<file path="src/rtl/vio_pkg.sv">
// vio_pkg: shared types and constants for the vio target block.
//   vio_op_t    - command opcodes carried in vio_din[15:12]
//   vio_state_t - command execution states
//   *_BIT       - bit positions of the status flags in vio_dout
package vio_pkg;

  typedef enum logic [3:0] {
    OP_NOP      = 4'd0,
    OP_FLASH    = 4'd1,
    OP_WAIT_VBL = 4'd2,
    OP_MEASURE  = 4'd3,
    OP_CLEAR    = 4'd4
  } vio_op_t;

  typedef enum logic [1:0] {
    IDLE = 2'd0,
    WAIT = 2'd1,
    MEAS = 2'd2
  } vio_state_t;

  localparam int BUSY_BIT  = 15;
  localparam int OVF_BIT   = 14;
  localparam int TMO_BIT   = 13;
  localparam int VALID_BIT = 12;

  // A MEASURE argument of zero selects the longest possible window.
  localparam logic [11:0] LIMIT_MAX = 12'hFFF;

endpackage

</file>
<file path="src/rtl/vio_if.sv">
// vio_if: 16-bit vio word link between the CPU side (master) and the
// test-fixture target (slave).
//   vio_en     - link enable, low flushes and aborts the target
//   vio_strobe - one-cycle pulse qualifying vio_din
//   vio_din    - command word {opcode[3:0], arg[11:0]}
//   vio_dout   - status word {busy, ovf, timeout, valid, result[11:0]}
//   vio_cfg    - constant capability word
interface vio_if;
  logic        vio_en;
  logic        vio_strobe;
  logic [15:0] vio_din;
  logic [15:0] vio_dout;
  logic [15:0] vio_cfg;

  modport master (
    output vio_en, vio_strobe, vio_din,
    input  vio_dout, vio_cfg
  );

  modport slave (
    input  vio_en, vio_strobe, vio_din,
    output vio_dout, vio_cfg
  );
endinterface

</file>
<file path="src/rtl/vio_cmd_fifo.sv">
// vio_cmd_fifo: first-word-fall-through command FIFO, depth 2**AW.
//   clk, reset - clock, asynchronous active-high reset
//   flush      - synchronous empty, wins over push/pop
//   push, din  - write request and data; accepted when not full or when
//                a pop happens in the same cycle
//   pop        - discard the head word (ignored when empty)
//   dout       - head word, valid whenever empty is low
//   empty/full - occupancy flags; count - number of stored words
module vio_cmd_fifo #(
  parameter int AW = 3,
  parameter int W  = 16
) (
  input  logic          clk,
  input  logic          reset,
  input  logic          flush,
  input  logic          push,
  input  logic          pop,
  input  logic [W-1:0]  din,
  output logic [W-1:0]  dout,
  output logic          empty,
  output logic          full,
  output logic [AW:0]   count
);
  localparam int DEPTH = 1 << AW;
  localparam logic [AW:0] DEPTH_C = DEPTH[AW:0];

  logic [W-1:0]  mem [DEPTH];
  logic [AW-1:0] wr_ptr;
  logic [AW-1:0] rd_ptr;
  logic          push_ok;
  logic          pop_ok;

  assign empty   = (count == '0);
  assign full    = (count == DEPTH_C);
  assign pop_ok  = pop & ~empty;
  assign push_ok = push & (~full | pop_ok);
  assign dout    = mem[rd_ptr];

  // NOTE: the storage array has no reset; its contents are only read behind
  // a valid count, so resetting it would just cost flops for no behaviour.
  always_ff @(posedge clk) begin
    if (push_ok && !flush) mem[wr_ptr] <= din;
  end

  // NOTE: sequential state is assigned with <= only, so every register sees
  // the pre-edge value of every other register regardless of statement order.
  always_ff @(posedge clk or posedge reset) begin
    if (reset) begin
      wr_ptr <= '0;
      rd_ptr <= '0;
      count  <= '0;
    end else if (flush) begin
      wr_ptr <= '0;
      rd_ptr <= '0;
      count  <= '0;
    end else begin
      if (push_ok) wr_ptr <= wr_ptr + AW'(1);
      if (pop_ok)  rd_ptr <= rd_ptr + AW'(1);
      case ({push_ok, pop_ok})
        2'b10:   count <= count + (AW+1)'(1);
        2'b01:   count <= count - (AW+1)'(1);
        default: count <= count;
      endcase
    end
  end
endmodule

</file>
<file path="src/rtl/vio_target.sv">
// vio_target: target end of the vio word link. Queues command words and
// executes them in order: drive a flash marker, wait a number of frames,
// or measure in scanlines the delay to a photo-sensor rising edge.
//   clk, reset      - clock, asynchronous active-high reset
//   bus (slave)     - vio_en / vio_strobe / vio_din in, vio_dout / vio_cfg out
//   hsync, vblank   - synchronous video timing, rising edge = line / frame
//   sensor          - asynchronous photo-sensor, active-high
//   flash           - marker drive to the video overlay
module vio_target
  import vio_pkg::*;
#(
  parameter int         FIFO_AW = 3,
  parameter logic [3:0] VERSION = 4'h1
) (
  input  logic clk,
  input  logic reset,
  vio_if.slave bus,
  input  logic hsync,
  input  logic vblank,
  input  logic sensor,
  output logic flash
);
  localparam int CW = FIFO_AW + 1;

  // Command FIFO
  logic          push, pop, flush, push_ok;
  logic          fifo_empty, fifo_full;
  logic [15:0]   fifo_dout;
  logic [CW-1:0] fifo_count, count_n;
  vio_op_t       op;
  logic [11:0]   arg;

  // Execution state and status
  vio_state_t  state, state_n;
  logic [7:0]  frames, frames_n;
  logic [11:0] limit, limit_n;
  logic [11:0] result, result_n;
  logic [11:0] result_inc;
  logic        valid, valid_n;
  logic        tmo, tmo_n;
  logic        ovf, ovf_n;
  logic        flash_n;
  logic        busy_n;
  logic [15:0] dout_q;

  // Input conditioning
  logic sens_meta, sens_sync, sens_prev, sens_rise;
  logic hs_prev, vb_prev;
  logic hs_rise, vb_rise;

  assign flush   = ~bus.vio_en;
  assign push    = bus.vio_en & bus.vio_strobe;
  assign pop     = bus.vio_en & (state == IDLE) & ~fifo_empty;
  assign push_ok = push & (~fifo_full | pop);
  assign op      = vio_op_t'(fifo_dout[15:12]);
  assign arg     = fifo_dout[11:0];

  assign bus.vio_cfg  = {VERSION, 4'(FIFO_AW), 8'h00};
  assign bus.vio_dout = dout_q;

  vio_cmd_fifo #(
    .AW (FIFO_AW),
    .W  (16)
  ) u_fifo (
    .clk   (clk),
    .reset (reset),
    .flush (flush),
    .push  (push),
    .pop   (pop),
    .din   (bus.vio_din),
    .dout  (fifo_dout),
    .empty (fifo_empty),
    .full  (fifo_full),
    .count (fifo_count)
  );

  // hsync/vblank are already in the clk domain, so a single history flop
  // yields a same-cycle pulse. The sensor goes through two sync stages plus
  // a registered edge, i.e. a fixed 3-cycle latency the CPU subtracts.
  assign hs_rise = hsync & ~hs_prev;
  assign vb_rise = vblank & ~vb_prev;

  always_ff @(posedge clk or posedge reset) begin
    if (reset) begin
      sens_meta <= 1'b0;
      sens_sync <= 1'b0;
      sens_prev <= 1'b0;
      sens_rise <= 1'b0;
      hs_prev   <= 1'b0;
      vb_prev   <= 1'b0;
    end else begin
      sens_meta <= sensor;
      sens_sync <= sens_meta;
      sens_prev <= sens_sync;
      sens_rise <= sens_sync & ~sens_prev;
      hs_prev   <= hsync;
      vb_prev   <= vblank;
    end
  end

  assign result_inc = result + 12'd1;

  // NOTE: every output of this block is given its hold value first, so no
  // path leaves a variable unassigned and no latch is inferred.
  always_comb begin
    state_n  = state;
    frames_n = frames;
    limit_n  = limit;
    result_n = result;
    valid_n  = valid;
    tmo_n    = tmo;
    ovf_n    = ovf;
    flash_n  = flash;

    if (flush) begin
      // Abort: results and sticky flags survive, the marker does not.
      state_n = IDLE;
      flash_n = 1'b0;
    end else begin
      case (state)
        IDLE: begin
          if (pop) begin
            case (op)
              OP_FLASH: flash_n = arg[0];
              OP_WAIT_VBL: begin
                frames_n = arg[7:0];
                if (arg[7:0] != 8'd0) state_n = WAIT;
              end
              OP_MEASURE: begin
                valid_n  = 1'b0;
                tmo_n    = 1'b0;
                result_n = '0;
                limit_n  = (arg == 12'd0) ? LIMIT_MAX : arg;
                state_n  = MEAS;
              end
              OP_CLEAR: begin
                ovf_n    = 1'b0;
                tmo_n    = 1'b0;
                valid_n  = 1'b0;
                result_n = '0;
              end
              default: ;
            endcase
          end
        end
        WAIT: begin
          if (vb_rise) begin
            frames_n = frames - 8'd1;
            if (frames == 8'd1) state_n = IDLE;
          end
        end
        MEAS: begin
          // The sensor edge wins over a coincident line edge.
          if (sens_rise) begin
            valid_n = 1'b1;
            state_n = IDLE;
          end else if (hs_rise) begin
            if (result_inc >= limit) begin
              result_n = limit;
              tmo_n    = 1'b1;
              valid_n  = 1'b0;
              state_n  = IDLE;
            end else begin
              result_n = result_inc;
            end
          end
        end
        default: state_n = IDLE;
      endcase
    end

    if (push & fifo_full & ~pop) ovf_n = 1'b1;

    // busy is reported from post-edge occupancy so a freshly pushed word
    // shows as busy in the very next cycle.
    count_n = flush ? '0 : (fifo_count + CW'(push_ok) - CW'(pop));
    busy_n  = (count_n != '0) | (state_n != IDLE);
  end

  always_ff @(posedge clk or posedge reset) begin
    if (reset) begin
      state  <= IDLE;
      frames <= '0;
      limit  <= '0;
      result <= '0;
      valid  <= 1'b0;
      tmo    <= 1'b0;
      ovf    <= 1'b0;
      flash  <= 1'b0;
      dout_q <= '0;
    end else begin
      state  <= state_n;
      frames <= frames_n;
      limit  <= limit_n;
      result <= result_n;
      valid  <= valid_n;
      tmo    <= tmo_n;
      ovf    <= ovf_n;
      flash  <= flash_n;
      dout_q[BUSY_BIT]  <= busy_n;
      dout_q[OVF_BIT]   <= ovf_n;
      dout_q[TMO_BIT]   <= tmo_n;
      dout_q[VALID_BIT] <= valid_n;
      dout_q[11:0]      <= result_n;
    end
  end
endmodule

</file>
<file path="src/flat_wrapper.sv">
// flat-port wrapper written by rule: the top's interface ports become plain ports
module vio_target_flat import vio_pkg::*;
#(
  parameter int         FIFO_AW = 3,
  parameter logic [3:0] VERSION = 4'h1
)
  (clk, reset, hsync, vblank, sensor, flash, bus_vio_en, bus_vio_strobe, bus_vio_din, bus_vio_dout, bus_vio_cfg);
  vio_if bus_i ();
  input  logic clk;
  input  logic reset;
  input  logic hsync;
  input  logic vblank;
  input  logic sensor;
  output logic flash;
  input wire logic [$bits(bus_i.vio_en)-1:0] bus_vio_en;
  input wire logic [$bits(bus_i.vio_strobe)-1:0] bus_vio_strobe;
  input wire logic [$bits(bus_i.vio_din)-1:0] bus_vio_din;
  output wire logic [$bits(bus_i.vio_dout)-1:0] bus_vio_dout;
  output wire logic [$bits(bus_i.vio_cfg)-1:0] bus_vio_cfg;
  assign bus_i.vio_en = bus_vio_en;
  assign bus_i.vio_strobe = bus_vio_strobe;
  assign bus_i.vio_din = bus_vio_din;
  assign bus_vio_dout = bus_i.vio_dout;
  assign bus_vio_cfg = bus_i.vio_cfg;
  vio_target #(.FIFO_AW(FIFO_AW), .VERSION(VERSION)) u_core (.clk(clk), .reset(reset), .bus(bus_i), .hsync(hsync), .vblank(vblank), .sensor(sensor), .flash(flash));
endmodule
</file>
<file path="config.mk">
export PLATFORM = sky130hd
export DESIGN_NAME = vio_target_flat
export DESIGN_NICKNAME = d
export VERILOG_FILES = /design/src/rtl/vio_pkg.sv /design/src/rtl/vio_if.sv /design/src/rtl/vio_cmd_fifo.sv /design/src/rtl/vio_target.sv /design/src/flat_wrapper.sv
export SDC_FILE = /design/constraint.sdc
export NUM_CORES = 1
export LEC_CHECK = 0
export CAP_MARGIN = 20
export CORE_ASPECT_RATIO = 1.5
export CORE_MARGIN = 2
export CORE_UTILIZATION = 30
export DETAILED_ROUTE_END_ITERATION = 10
export PLACE_DENSITY = 0.55
export SYNTH_ARGS = -nofsm -noshare
export SYNTH_HDL_FRONTEND = slang
export SYNTH_SLANG_ARGS = --single-unit
</file>
<file path="constraint.sdc">
create_clock -name clk -period 7.2 [get_ports clk]
set_clock_uncertainty 0.05 [all_clocks]
set_input_delay 0.72 -clock clk [delete_from_list [all_inputs] [get_ports clk]]
set_output_delay 0.72 -clock clk [all_outputs]
set_load 0.05 [all_outputs]
</file>
==> results of run 1 <==
-- synth_stat cells, drive strengths merged (2+ instances only) --
master,n,area share
a21oi,30,0.019
a211o,2,0.0021
a311oi,2,0.0021
inv,27,0.012
nor2b,7,0.0052
nor4,4,0.0047
edfxtp,128,0.45
a21o,6,0.0053
dfrtp,55,0.16
xnor2,11,0.011
nor3,10,0.0059
o21ai,34,0.020
mux2,5,0.0066
nand2,38,0.017
a31oi,7,0.0052
fa,2,0.0047
a211oi,2,0.0018
nor2,47,0.021
a22oi,5,0.0044
nand2b,11,0.0081
ha,24,0.035
clkbuf,6,0.0027
o22a,2,0.0021
and3,8,0.0059
or3,4,0.0029
xor2,6,0.0062
mux4,28,0.083
o22ai,4,0.0029
mux2i,26,0.031
conb,2,0.00088
nand4,2,0.0015
buf,32,0.029
o21a,2,0.0018
o31ai,2,0.0018
nand3,22,0.013
-- power groups by stage --
stage / combinational (mW) / sequential [mW] / clock, mW
2_1_floorplan: 0.827 / 1.48 / 0
3_3_place_gp: 1.17 / 1.43 / 0
3_5_place_dp: 1.18 / 1.43 / 0
4_1_cts: 1.18 / 1.41 / 1.06
5_1_grt: 1.30 / 1.42 / 1.10
6_report: 1.17 / 1.40 / 1.03
-- state kept, by name, indices dropped and copies added (netlist names), 2 cells and up --
| signal | flops |
|---|---|
| u_core.u_fifo.mem | 128 |
| u_core.limit | 12 |
| u_core.result | 11 |
| u_core.frames | 8 |
| u_core.bus.vio_dout | 5 |
| u_core.u_fifo.count | 4 |
| u_core.u_fifo.rd_ptr | 3 |
| u_core.u_fifo.wr_ptr | 3 |
| u_core.state | 2 |
-- kinds of logic after synthesis --
logic type | count (synthesis)
AO/OA/AOI/OAI | 102
XOR/XNOR | 17
adder cells (fa/ha/maj) | 26
buffers and inverters | 66
flip-flops | 183
multiplexers | 59
other | 2
AND/OR/NAND/NOR | 158
-- per-layer routing --
layer | wire (µm) | GRT usage
met3 | 558 | 0.02590
met4 | 291 | 0.04724
met2 | 9777 | 0.2340
met5 | 0 | 0
met1 | 7227 | 0.1458
-- worst max path at each step --
stage | cells after the start | end | from | slack, ps
floorplan | 14 | u_core.result[4] | u_core.result[0] | 3640
global placement | 7 | u_core.limit[7] | bus_vio_en | 3120
detailed placement | 7 | u_core.limit[7] | bus_vio_en | 2970
CTS | 13 | u_core.result[1] | u_core.result[0] | 3150
global route | 7 | u_core.limit[0] | bus_vio_en | 3090
finish | 7 | u_core.limit[7] | bus_vio_en | 3440
-- worst register-to-register path, delay by kind of cell (launching register included) --
family / cells / cell delay [ps]
AOI/OAI and AO/OA: 2 / 240
xor gates and xnor gates: 1 / 260
adders and majority gates: 2 / 610
buffers and inverters: 1 / 210
DFF: 1 / 520
muxes: 1 / 200
and+or+nand+nor: 7 / 1260
-- cell type report --
cell class / instances / share of cell area
clock buffer: 19 / 0.04385
clock inverter: 13 / 0.02192
inverter: 28 / 0.01065
multi-input combinational: 378 / 0.3012
sequential: 183 / 0.5287
tap: 346 / 0.04385
timing repair buffer: 52 / 0.04980
==> metrics.md, run 1 <==
| Metric | Value |
|---|---|
| Status | `finished, final reports clean` |
| Setup TNS | `0 ps` |
| CORE AREA | `27870 µm²` |
| Sw frac | `0.3426` |
| Post-synth ARST share | `0.3005` |
| Slowest CP cell | `nor4_4` |
| Worst R2R Start | `u_core.result[0]` |
| Commonest non-fill, non-tap cell in the layout | `edfxtp_1` |
| Grt ovf | `0` |
| Max-slew headroom | `0.4910` |
| P_int | `2.371 mW` |
| # IOs | `56` |
| Portion of netlist area occupied by mux cells | `0.1200` |
| RSZ-0062 raised after global routing | `false` |
| Vias in the first global route | `5152` |
| Mapped cell area | `8488 µm²` |
| Critical path buffer and inverter count | `1` |
| Die Area | `29680 µm²` |
| Via count | `4972` |
| Skew-Pair Late Insertion Delay | `440 ps` |
| Detail Placement HPWL | `11960 µm` |
| Clock Tree Buf Depth | `2` |
| CP Launch Type | `primary input` |
| Post-Synth XOR/XNOR Area | `0.01754` |
| Distinct cells, synth | `54` |
| Critical Path RT | `7440 ps` |
| Hold EP | `u_core.sens_sync` |
| Final net count | `709` |
| Post-DRT Antenna Nets | `0` |
| Simple logic cell fraction of the synthesized area | `0.08962` |
| Root Driver | `clkbuf_16` |
| Layout Utilization | `0.3543` |
| Layout cell share with drive strength beyond 1 | `0.1025` |
| Residual DRC | `0` |
| Clock Sinks | `183` |
| Pwr Density | `365.3 nW/µm²` |
| Largest family of logic cells by synthesized area | `multiplexers` |
| Final setup fails | `0` |
| Setup slack, reg-to-reg | `3700 ps` |
| Fillers | `2650` |
| Largest net degree at the start of global routing | `56` |
| Worst path arrival time | `4000 ps` |
| Fin. max-slew vios | `0` |
| EDFF count, synth | `128` |
| GP Congestion | `0.7743` |
| Starting density of the core | `0.3046` |
| Seq cells post-synth | `183` |
| Num rows | `75` |
| Clock transition at path regs | `70 ps` |
| Register area | `5220 µm²` |
| Hold Crit Class | `reg2reg` |
| H-tree depth | `4` |
| Adder-cell area share of the yosys netlist | `0.04009` |
| Top_reg_cell synth | `edfxtp_1` |
| Multi-input combinational cell area | `2974 µm²` |
| PostCTS Resize Cnt | `0` |
| Avg Cell Area, Syn | `13.85 µm²` |
| Fin cells | `1019` |
| Iter 0 DRT Violations | `334` |
| Placement Cell Area | `9213 µm²` |
| Die X | `141.3 µm` |
| Slew @ Worst Pin | `757.8 ps` |
| Sw Pwr | `1.236 mW` |
| Port Buf Inserts | `39` |
| Depth of the worst hold-timing path | `0` |
| Mapped Cells | `613` |
| CP delay by family, top | `simple AND/OR/NAND/NOR gates` |
| Compound-Gate Fraction of Synth Area | `0.07297` |
| Inst Count DP | `986` |
| Clock share of power | `0.286` |
| DR WL/cell | `17.52 µm` |
| GRT Overall Usage | `0.1277` |
| CP Max Fanout | `15` |
| Setup slack at placement | `2973 ps` |
| Initial antenna violation count | `0` |
| Critical Path, Cell by Cell | `clkdlybuf4s50_1, nand2b_1, a211oi_1, nand3_1, nor4_4, o21a_1, a21oi_1` |
| Gate power share | `0.325` |
| First-pass DRT Iterations | `4` |
| F_max | `0.2661 GHz` |
| Most frequent cells in the layout | `edfxtp_1, dfrtp_1, nor2_1` |
| Final hold violations | `0` |
| Leakage power | `3.754 nW` |
| Final worst slack | `3442 ps` |
| HP Start | `u_core.sens_meta` |
| Inserted Clock Buffers | `17` |
| Die height | `210.0 µm` |
| Final period util | `0.5220` |
| Seq/Total Area, Yosys | `0.6150` |
| Hold_buf cts | `0` |
| R2R Path End | `u_core.result[6]` |
| Max-Cap Viols | `0` |
| DRT Wirelength | `17860 µm` |
| Worst stage delay on the critical path | `800 ps` |
| Fin Hold WS | `300.9 ps` |
| R2r worst-path depth | `14` |
| Diode count | `0` |
| Post-route cell area | `9873 µm²` |
| Min Tclk post-route | `3758 ps` |
| CP Class | `in2reg` |
| First-pass GRT wire length | `28640 µm` |
| Post-CTS setup buffer count | `0` |
| Seq pwr share | `0.389` |
| Syn. warnings | `0` |
| Tot Pwr | `3.607 mW` |
| Via density per instance | `4.879` |
| Layout area overhead | `16.32%` |
| CTS tree | `done` |
| Worst VDD drop | `175.6 µV` |
| Worst Setup End Kind | `flip-flop` |
(Power assumes the default switching activity.)
==> run 2, diff against run 1 <==
==> constraint.sdc (replaced) <==
create_clock -name clk -period 3.9 [get_ports clk]
set_clock_uncertainty 0.05 [all_clocks]
set_input_delay 0.39 -clock clk [delete_from_list [all_inputs] [get_ports clk]]
set_output_delay 0.39 -clock clk [all_outputs]
set_load 0.05 [all_outputs]
==> run 2 against run 1 <==
  * Sequential cell count stayed put
  * First-iteration DRC count is 7.5% higher
  * Count of clock-buffer cells in the layout is 1 higher
==> metrics.md, run 2 (same netlist as run 1, synthesis figures left out) <==
| Metric | Value |
|---|---|
| P_int | `4.163 mW (was 2.371 mW)` |
| Setup TNS | `0 ps (unchanged)` |
| Critical Path, Cell by Cell | `ha_1, and3_1, and3_1, nand3_1, xnor2_1, ha_1, and4_1, nand2_1, a2bb2oi_1, nand2_1, nor2_1, buf_4, mux2i_1, o22ai_1 (was clkdlybuf4s50_1, nand2b_1, a211oi_1, nand3_1, nor4_4, o21a_1, a21oi_1)` |
| Hold Crit Class | `reg2reg (unchanged)` |
| Slew @ Worst Pin | `897.9 ps (was 757.8 ps)` |
| Final setup fails | `0 (unchanged)` |
| Clock transition at path regs | `70 ps (about the same)` |
| Gate power share | `0.349 (was 0.325)` |
| Starting density of the core | `0.3046 (unchanged)` |
| Post-DRT Antenna Nets | `0 (unchanged)` |
| Min Tclk post-route | `3391 ps` |
| Max-slew headroom | `0.4014 (was 0.4910)` |
| Most frequent cells in the layout | `edfxtp_1, dfrtp_1, nor2_1 (unchanged)` |
| Sw frac | `0.3520 (was 0.3426)` |
| Largest net degree at the start of global routing | `43 (was 56)` |
| Vias in the first global route | `5002 (was 5152)` |
| Num rows | `75 (unchanged)` |
| CP startpoint | `u_core.result[1] (was bus_vio_en)` |
| Biggest regs | `u_core.u_fifo.mem (128), u_core.limit (12), u_core.result (11) (unchanged)` |
| Slowest CP cell | `nor2_1 (was nor4_4)` |
| Fin cells | `1032 (was 1019)` |
| Seq pwr share | `0.401 (was 0.389)` |
| Worst path arrival time | `3650 ps (was 4000 ps)` |
| CP Max Fanout | `6 (was 15)` |
| Leakage power | `3.768 nW (was 3.754 nW)` |
| PostCTS Resize Cnt | `0 (unchanged)` |
| GP Congestion | `0.7850 (was 0.7743)` |
| Clock Sinks | `183 (unchanged)` |
| Register bank with the most flops | `u_core.u_fifo.mem (unchanged)` |
| Initial antenna violation count | `0 (unchanged)` |
| F_max | `0.2949 GHz` |
| Worst VDD drop | `288.8 µV (was 175.6 µV)` |
| R2R Path End | `u_core.result[6] (unchanged)` |
| CTS tree | `done (unchanged)` |
| Critical path buffer and inverter count | `1 (unchanged)` |
| Via count | `4966 (was 4972)` |
| HP Start | `u_core.sens_meta (unchanged)` |
| First-pass DRT Iterations | `4 (unchanged)` |
| Clock share of power | `0.250 (was 0.286)` |
| DR WL/cell | `17.15 µm (was 17.52 µm)` |
| R2r worst-path depth | `14 (unchanged)` |
| Max-Cap Viols | `0 (unchanged)` |
| Commonest non-fill, non-tap cell in the layout | `edfxtp_1 (unchanged)` |
| Sw Pwr | `2.262 mW (was 1.236 mW)` |
| Root Driver | `clkbuf_16 (unchanged)` |
| Final net count | `723 (was 709)` |
| Port Buf Inserts | `39 (unchanged)` |
| Critical Path RT | `4160 ps (was 7440 ps)` |
| Status | `finished, final reports clean (unchanged)` |
| # IOs | `56 (unchanged)` |
| Detail Placement HPWL | `12330 µm (was 11960 µm)` |
| Die X | `141.3 µm (unchanged)` |
| Pwr Density | `650.6 nW/µm² (was 365.3 nW/µm²)` |
| Final period util | `0.8694` |
| Max FFs per register | `128 (unchanged)` |
| CP Class | `reg2reg (was in2reg)` |
| Worst stage delay on the critical path | `430 ps (was 800 ps)` |
| DRT Wirelength | `17700 µm (was 17860 µm)` |
| Fin. max-slew vios | `0 (unchanged)` |
| Grt ovf | `0 (unchanged)` |
| Worst R2R Start | `u_core.result[1] (was u_core.result[0])` |
| Die height | `210.0 µm (unchanged)` |
| Hold_buf cts | `0 (unchanged)` |
| Residual DRC | `0 (unchanged)` |
| GRT Overall Usage | `0.1244 (was 0.1277)` |
| Setup slack, reg-to-reg | `510 ps (was 3700 ps)` |
| CORE AREA | `27870 µm² (unchanged)` |
| Diode count | `0 (unchanged)` |
| First-pass GRT wire length | `27860 µm (was 28640 µm)` |
| Via density per instance | `4.812 (was 4.879)` |
| Inserted Clock Buffers | `17 (unchanged)` |
| Worst Setup End Kind | `flip-flop (unchanged)` |
| Layout cell share with drive strength beyond 1 | `0.1152 (was 0.1025)` |
| Post-CTS setup buffer count | `0 (unchanged)` |
| RSZ-0062 raised after global routing | `false (unchanged)` |
| Inst Count DP | `1000 (was 986)` |
| CP Launch Type | `flip-flop (was primary input)` |
| Depth of the worst hold-timing path | `0 (unchanged)` |
| Clock Tree Buf Depth | `2 (unchanged)` |
| Layout area overhead | `16.35% (was 16.32%)` |
| Iter 0 DRT Violations | `359 (was 334)` |
| Hold EP | `u_core.sens_sync (unchanged)` |
| Final hold violations | `0 (unchanged)` |
| Skew-Pair Late Insertion Delay | `440 ps (about the same)` |
| CP delay by family, top | `simple AND/OR/NAND/NOR gates (unchanged)` |
| Die Area | `29680 µm² (unchanged)` |
| H-tree depth | `4 (unchanged)` |
[run 2: stage by stage]
step,cell area (µm²),worst slack (ps),hold WS [ps],utilization,power (mW)
after floorplan,8541,336.5,281.2,-,4.251
after global placement,9330,328.6,284.6,0.3348,4.861
after detailed placement,9330,265.7,285.6,0.3348,4.886
after CTS,9868,254.4,300.7,0.3541,6.507
after global routing,9876,177.5,313.1,0.3543,6.835
final,9876,509.2,297.2,0.3543,6.425
[run 2: cell type report]
type                    count  area (µm²)
fillers                  2665       17990
flip-flops and latches    183        5220
multi-input cells         378        2974
repair buffers             66       605.6
clock buffers              20       436.7
well taps                 346       432.9
inverters                  28       105.1
clock inverters            11       101.3
[run 2: worst max-delay path by stage]
stage	slack, ps	cells after the start	endpoint
3_5_place_dp	270	13	u_core.result[4]
4_1_cts	250	13	u_core.result[4]
3_3_place_gp	330	13	u_core.result[4]
5_1_grt	180	14	u_core.bus.vio_dout[11]
2_1_floorplan	340	14	u_core.result[4]
6_report	510	14	u_core.result[6]
[run 2: routing by layer]
metal | part of all wire | track usage
met5 | 0 | 0
met4 | 0.021 | 0.05103
met3 | 0.024 | 0.01954
met2 | 0.55 | 0.2308
met1 | 0.41 | 0.1411
[run 2: worst reg2reg max path, stage by stage, from the launching register on]
cell and delay, ps:
dfrtp_1 420, ha_1 270, and3_1 210, and3_1 220, nand3_1 100, xnor2_1 210
ha_1 260, and4_1 210, nand2_1 80, a2bb2oi_1 150, nand2_1 80, nor2_1 430
buf_4 270, mux2i_1 200, o22ai_1 90
[run 2: power by group through the flow]
stage	sequential [mW]	combinational (mW)	clock (mW)
detailed placement	2.62	2.26	0
CTS	2.58	2.27	1.65
global placement	2.62	2.24	0
finish	2.58	2.24	1.61
global route	2.62	2.48	1.74
floorplan	2.72	1.53	0
==> run 3, diff against run 2 <==
--- a/config.mk
+++ b/config.mk
@@ -7,10 +7,10 @@
 export LEC_CHECK = 0
 export CAP_MARGIN = 20
 export CORE_ASPECT_RATIO = 1.5
-export CORE_MARGIN = 2
 export CORE_UTILIZATION = 30
 export DETAILED_ROUTE_END_ITERATION = 10
 export PLACE_DENSITY = 0.55
+export SKIP_CTS_REPAIR_TIMING = 1
 export SYNTH_ARGS = -nofsm -noshare
 export SYNTH_HDL_FRONTEND = slang
 export SYNTH_SLANG_ARGS = --single-unit
==> constraint.sdc (replaced) <==
create_clock -name clk -period 3.9 [get_ports clk]
set_clock_uncertainty 0.05 [all_clocks]
set_input_delay 0.78 -clock clk [delete_from_list [all_inputs] [get_ports clk]]
set_output_delay 0.78 -clock clk [all_outputs]
set_load 0.05 [all_outputs]
==> run 3 against run 2 <==
  * Cell area increased by 0.71%
  * Critical path depth did not move
  * Final cell count up 0.29%
  * Total power rose by 2.2%
  * Utilization is 0.25 points higher
  * Non-clock buffer count is 3 higher
  * Clock power rose by 8%
  * Count of clock-buffer cells in the layout stayed put
  * Worst setup slack better by 120 ps
  * Critical endpoint is now u_core.result[2]
==> metrics.md, run 3 (same netlist as run 1, synthesis figures left out) <==
| Metric | Value |
|---|---|
| Status | `finished, final reports clean (unchanged)` |
| Detail Placement HPWL | `12350 µm (was 12330 µm)` |
| Final net count | `726 (was 723)` |
| Max-slew headroom | `0.5011 (was 0.4014)` |
| Pwr Density | `660.1 nW/µm² (was 650.6 nW/µm²)` |
| Critical Path, Cell by Cell | `ha_1, and3_1, and3_1, nand3_1, xnor2_1, ha_1, and4_1, nand2_1, a2bb2oi_1, nand2_1, buf_4, or2_2, mux2i_1, a211o_1 (was ha_1, and3_1, and3_1, nand3_1, xnor2_1, ha_1, and4_1, nand2_1, a2bb2oi_1, nand2_1, nor2_1, buf_4, mux2i_1, o22ai_1)` |
| Layout area overhead | `17.17% (was 16.35%)` |
| Post-DRT Antenna Nets | `0 (unchanged)` |
| Fin Hold WS | `318.6 ps (was 297.2 ps)` |
| Die X | `139.3 µm (was 141.3 µm)` |
| Most frequent cells in the layout | `edfxtp_1, dfrtp_1, nor2_1 (unchanged)` |
| Register bank with the most flops | `u_core.u_fifo.mem (unchanged)` |
| Via count | `4971 (was 4966)` |
| Clock Sinks | `183 (unchanged)` |
| GP Congestion | `0.8145 (was 0.7850)` |
| Worst Setup End Kind | `flip-flop (unchanged)` |
| Largest net degree at the start of global routing | `35 (was 43)` |
| Die Area | `28980 µm² (was 29680 µm²)` |
| Max-Cap Viols | `0 (unchanged)` |
| Hold Crit Class | `reg2reg (unchanged)` |
| Starting density of the core | `0.3046 (unchanged)` |
| Worst VDD drop | `306.0 µV (was 288.8 µV)` |
| Most Crowded Layer GR | `met2 (unchanged)` |
| Register area | `5220 µm² (unchanged)` |
| Final setup fails | `0 (unchanged)` |
| Iter 0 DRT Violations | `295 (was 359)` |
| Worst stage delay on the critical path | `410 ps (was 430 ps)` |
| GRT Overall Usage | `0.1307 (was 0.1244)` |
| Leakage power | `3.812 nW (was 3.768 nW)` |
| Setup TNS | `0 ps (unchanged)` |
| CP Class | `reg2reg (unchanged)` |
| F_max | `0.3056 GHz (was 0.2949 GHz)` |
| Commonest non-fill, non-tap cell in the layout | `edfxtp_1 (unchanged)` |
| Root Driver | `clkbuf_16 (unchanged)` |
| First-pass DRT Iterations | `4 (unchanged)` |
| Worst path arrival time | `3550 ps (was 3650 ps)` |
| Layout cell share with drive strength beyond 1 | `0.1190 (was 0.1152)` |
| Diode count | `0 (unchanged)` |
| Final hold violations | `0 (unchanged)` |
| First-pass GRT wire length | `28370 µm (was 27860 µm)` |
| Clock transition at path regs | `70 ps (about the same)` |
| Slowest CP cell | `dfrtp_1 (was nor2_1)` |
| Skew-Pair Late Insertion Delay | `440 ps (about the same)` |
| CORE AREA | `27870 µm² (unchanged)` |
| Slew @ Worst Pin | `747.2 ps (was 897.9 ps)` |
| Grt ovf | `0 (unchanged)` |
| Die height | `208.0 µm (was 210.0 µm)` |
| Fillers | `2624 (was 2665)` |
| Met3 usage | `0.02209 (was 0.01954)` |
| CP Max Fanout | `6 (unchanged)` |
| Critical Path RT | `4170 ps (was 4160 ps)` |
| # IOs | `56 (unchanged)` |
| Fin. max-slew vios | `0 (unchanged)` |
| Multi-input combinational cell area | `2974 µm² (unchanged)` |
| Final period util | `0.8392 (was 0.8694)` |
| H-tree depth | `4 (unchanged)` |
| CTS tree | `done (unchanged)` |
| Num rows | `75 (unchanged)` |
| CP Launch Type | `flip-flop (unchanged)` |
| DR WL/cell | `17.28 µm (was 17.15 µm)` |
| Initial antenna violation count | `0 (unchanged)` |
| Residual DRC | `0 (unchanged)` |
| Clock Tree Buf Depth | `2 (unchanged)` |
| Inserted Clock Buffers | `17 (unchanged)` |
| Vias in the first global route | `5055 (was 5002)` |
| RSZ-0062 raised after global routing | `false (unchanged)` |
| DRT Wirelength | `17890 µm (was 17700 µm)` |
| Routing usage on met2 | `0.2429 (was 0.2308)` |
| Min Tclk post-route | `3273 ps (was 3391 ps)` |
| Via density per instance | `4.803 (was 4.812)` |
| Port Buf Inserts | `39 (unchanged)` |
| Met1 usage | `0.1438 (was 0.1411)` |
| Biggest regs | `u_core.u_fifo.mem (128), u_core.limit (12), u_core.result (11) (unchanged)` |
| Max FFs per register | `128 (unchanged)` |
-- run 3: worst paths after layout --
path / startpoint / endpoint / slack (ps) / cells past startpoint
hold reg to reg: u_core.sens_sync / u_core.sens_prev / 320 / 0
hold / removal: u_core.sens_sync / u_core.sens_prev / 320 / 0
min in group asynchronous: reset / u_core.u_fifo.count[2] / 740 / 2
setup reg to reg: u_core.result[1] / u_core.result[2] / 630 / 14
max in group asynchronous: reset / u_core.limit[7] / 2390 / 3
setup / recovery: u_core.result[1] / u_core.result[2] / 630 / 14
-- run 3: metal layers --
metal	routed length [µm]	part of all wire
met4	396	0.022
met1	7245	0.40
met5	0	0
met3	396	0.022
met2	9851	0.55
-- run 3: where the power goes --
part	internal [mW]	leakage [nW]	switching (mW)	total, mW
Combinational	0.962	1.66	1.27	2.23
Sequential	2.33	1.86	0.262	2.60
Clock	1.01	0.286	0.731	1.74
-- run 3: metrics by stage --
stage | setup slack [ps] | power (mW) | utilization | std cells | instance area (µm²)
3_3_place_gp | 367.8 | 4.875 | 0.3356 | 1003 | 9353
2_1_floorplan | 336.5 | 4.251 | - | 627 | 8541
4_1_cts | 259.4 | 6.640 | 0.3566 | 1034 | 9938
6_report | 627.3 | 6.566 | 0.3569 | 1035 | 9946
3_5_place_dp | 265.6 | 4.889 | 0.3356 | 1003 | 9353
5_1_grt | 463.5 | 6.940 | 0.3569 | 1035 | 9946
-- run 3: final cells by class --
class                      count  share of cell area
sequential                   183              0.5248
multi-input combinational    378              0.2990
timing repair buffer          69             0.06315
clock buffer                  20             0.04390
tap                          346             0.04353
clock inverter                11             0.01497
inverter                      28             0.01057
-- run 3: critical path: cells and delay by family (launching register included) --
kind	cells	cell delay, ps
adder cells (fa/ha/maj)	2	560
AO/OA/AOI/OAI	2	400
AND/OR/NAND/NOR	7	1220
buffers and inverters	1	160
XOR/XNOR	1	230
multiplexers	1	130
flip-flops	1	410
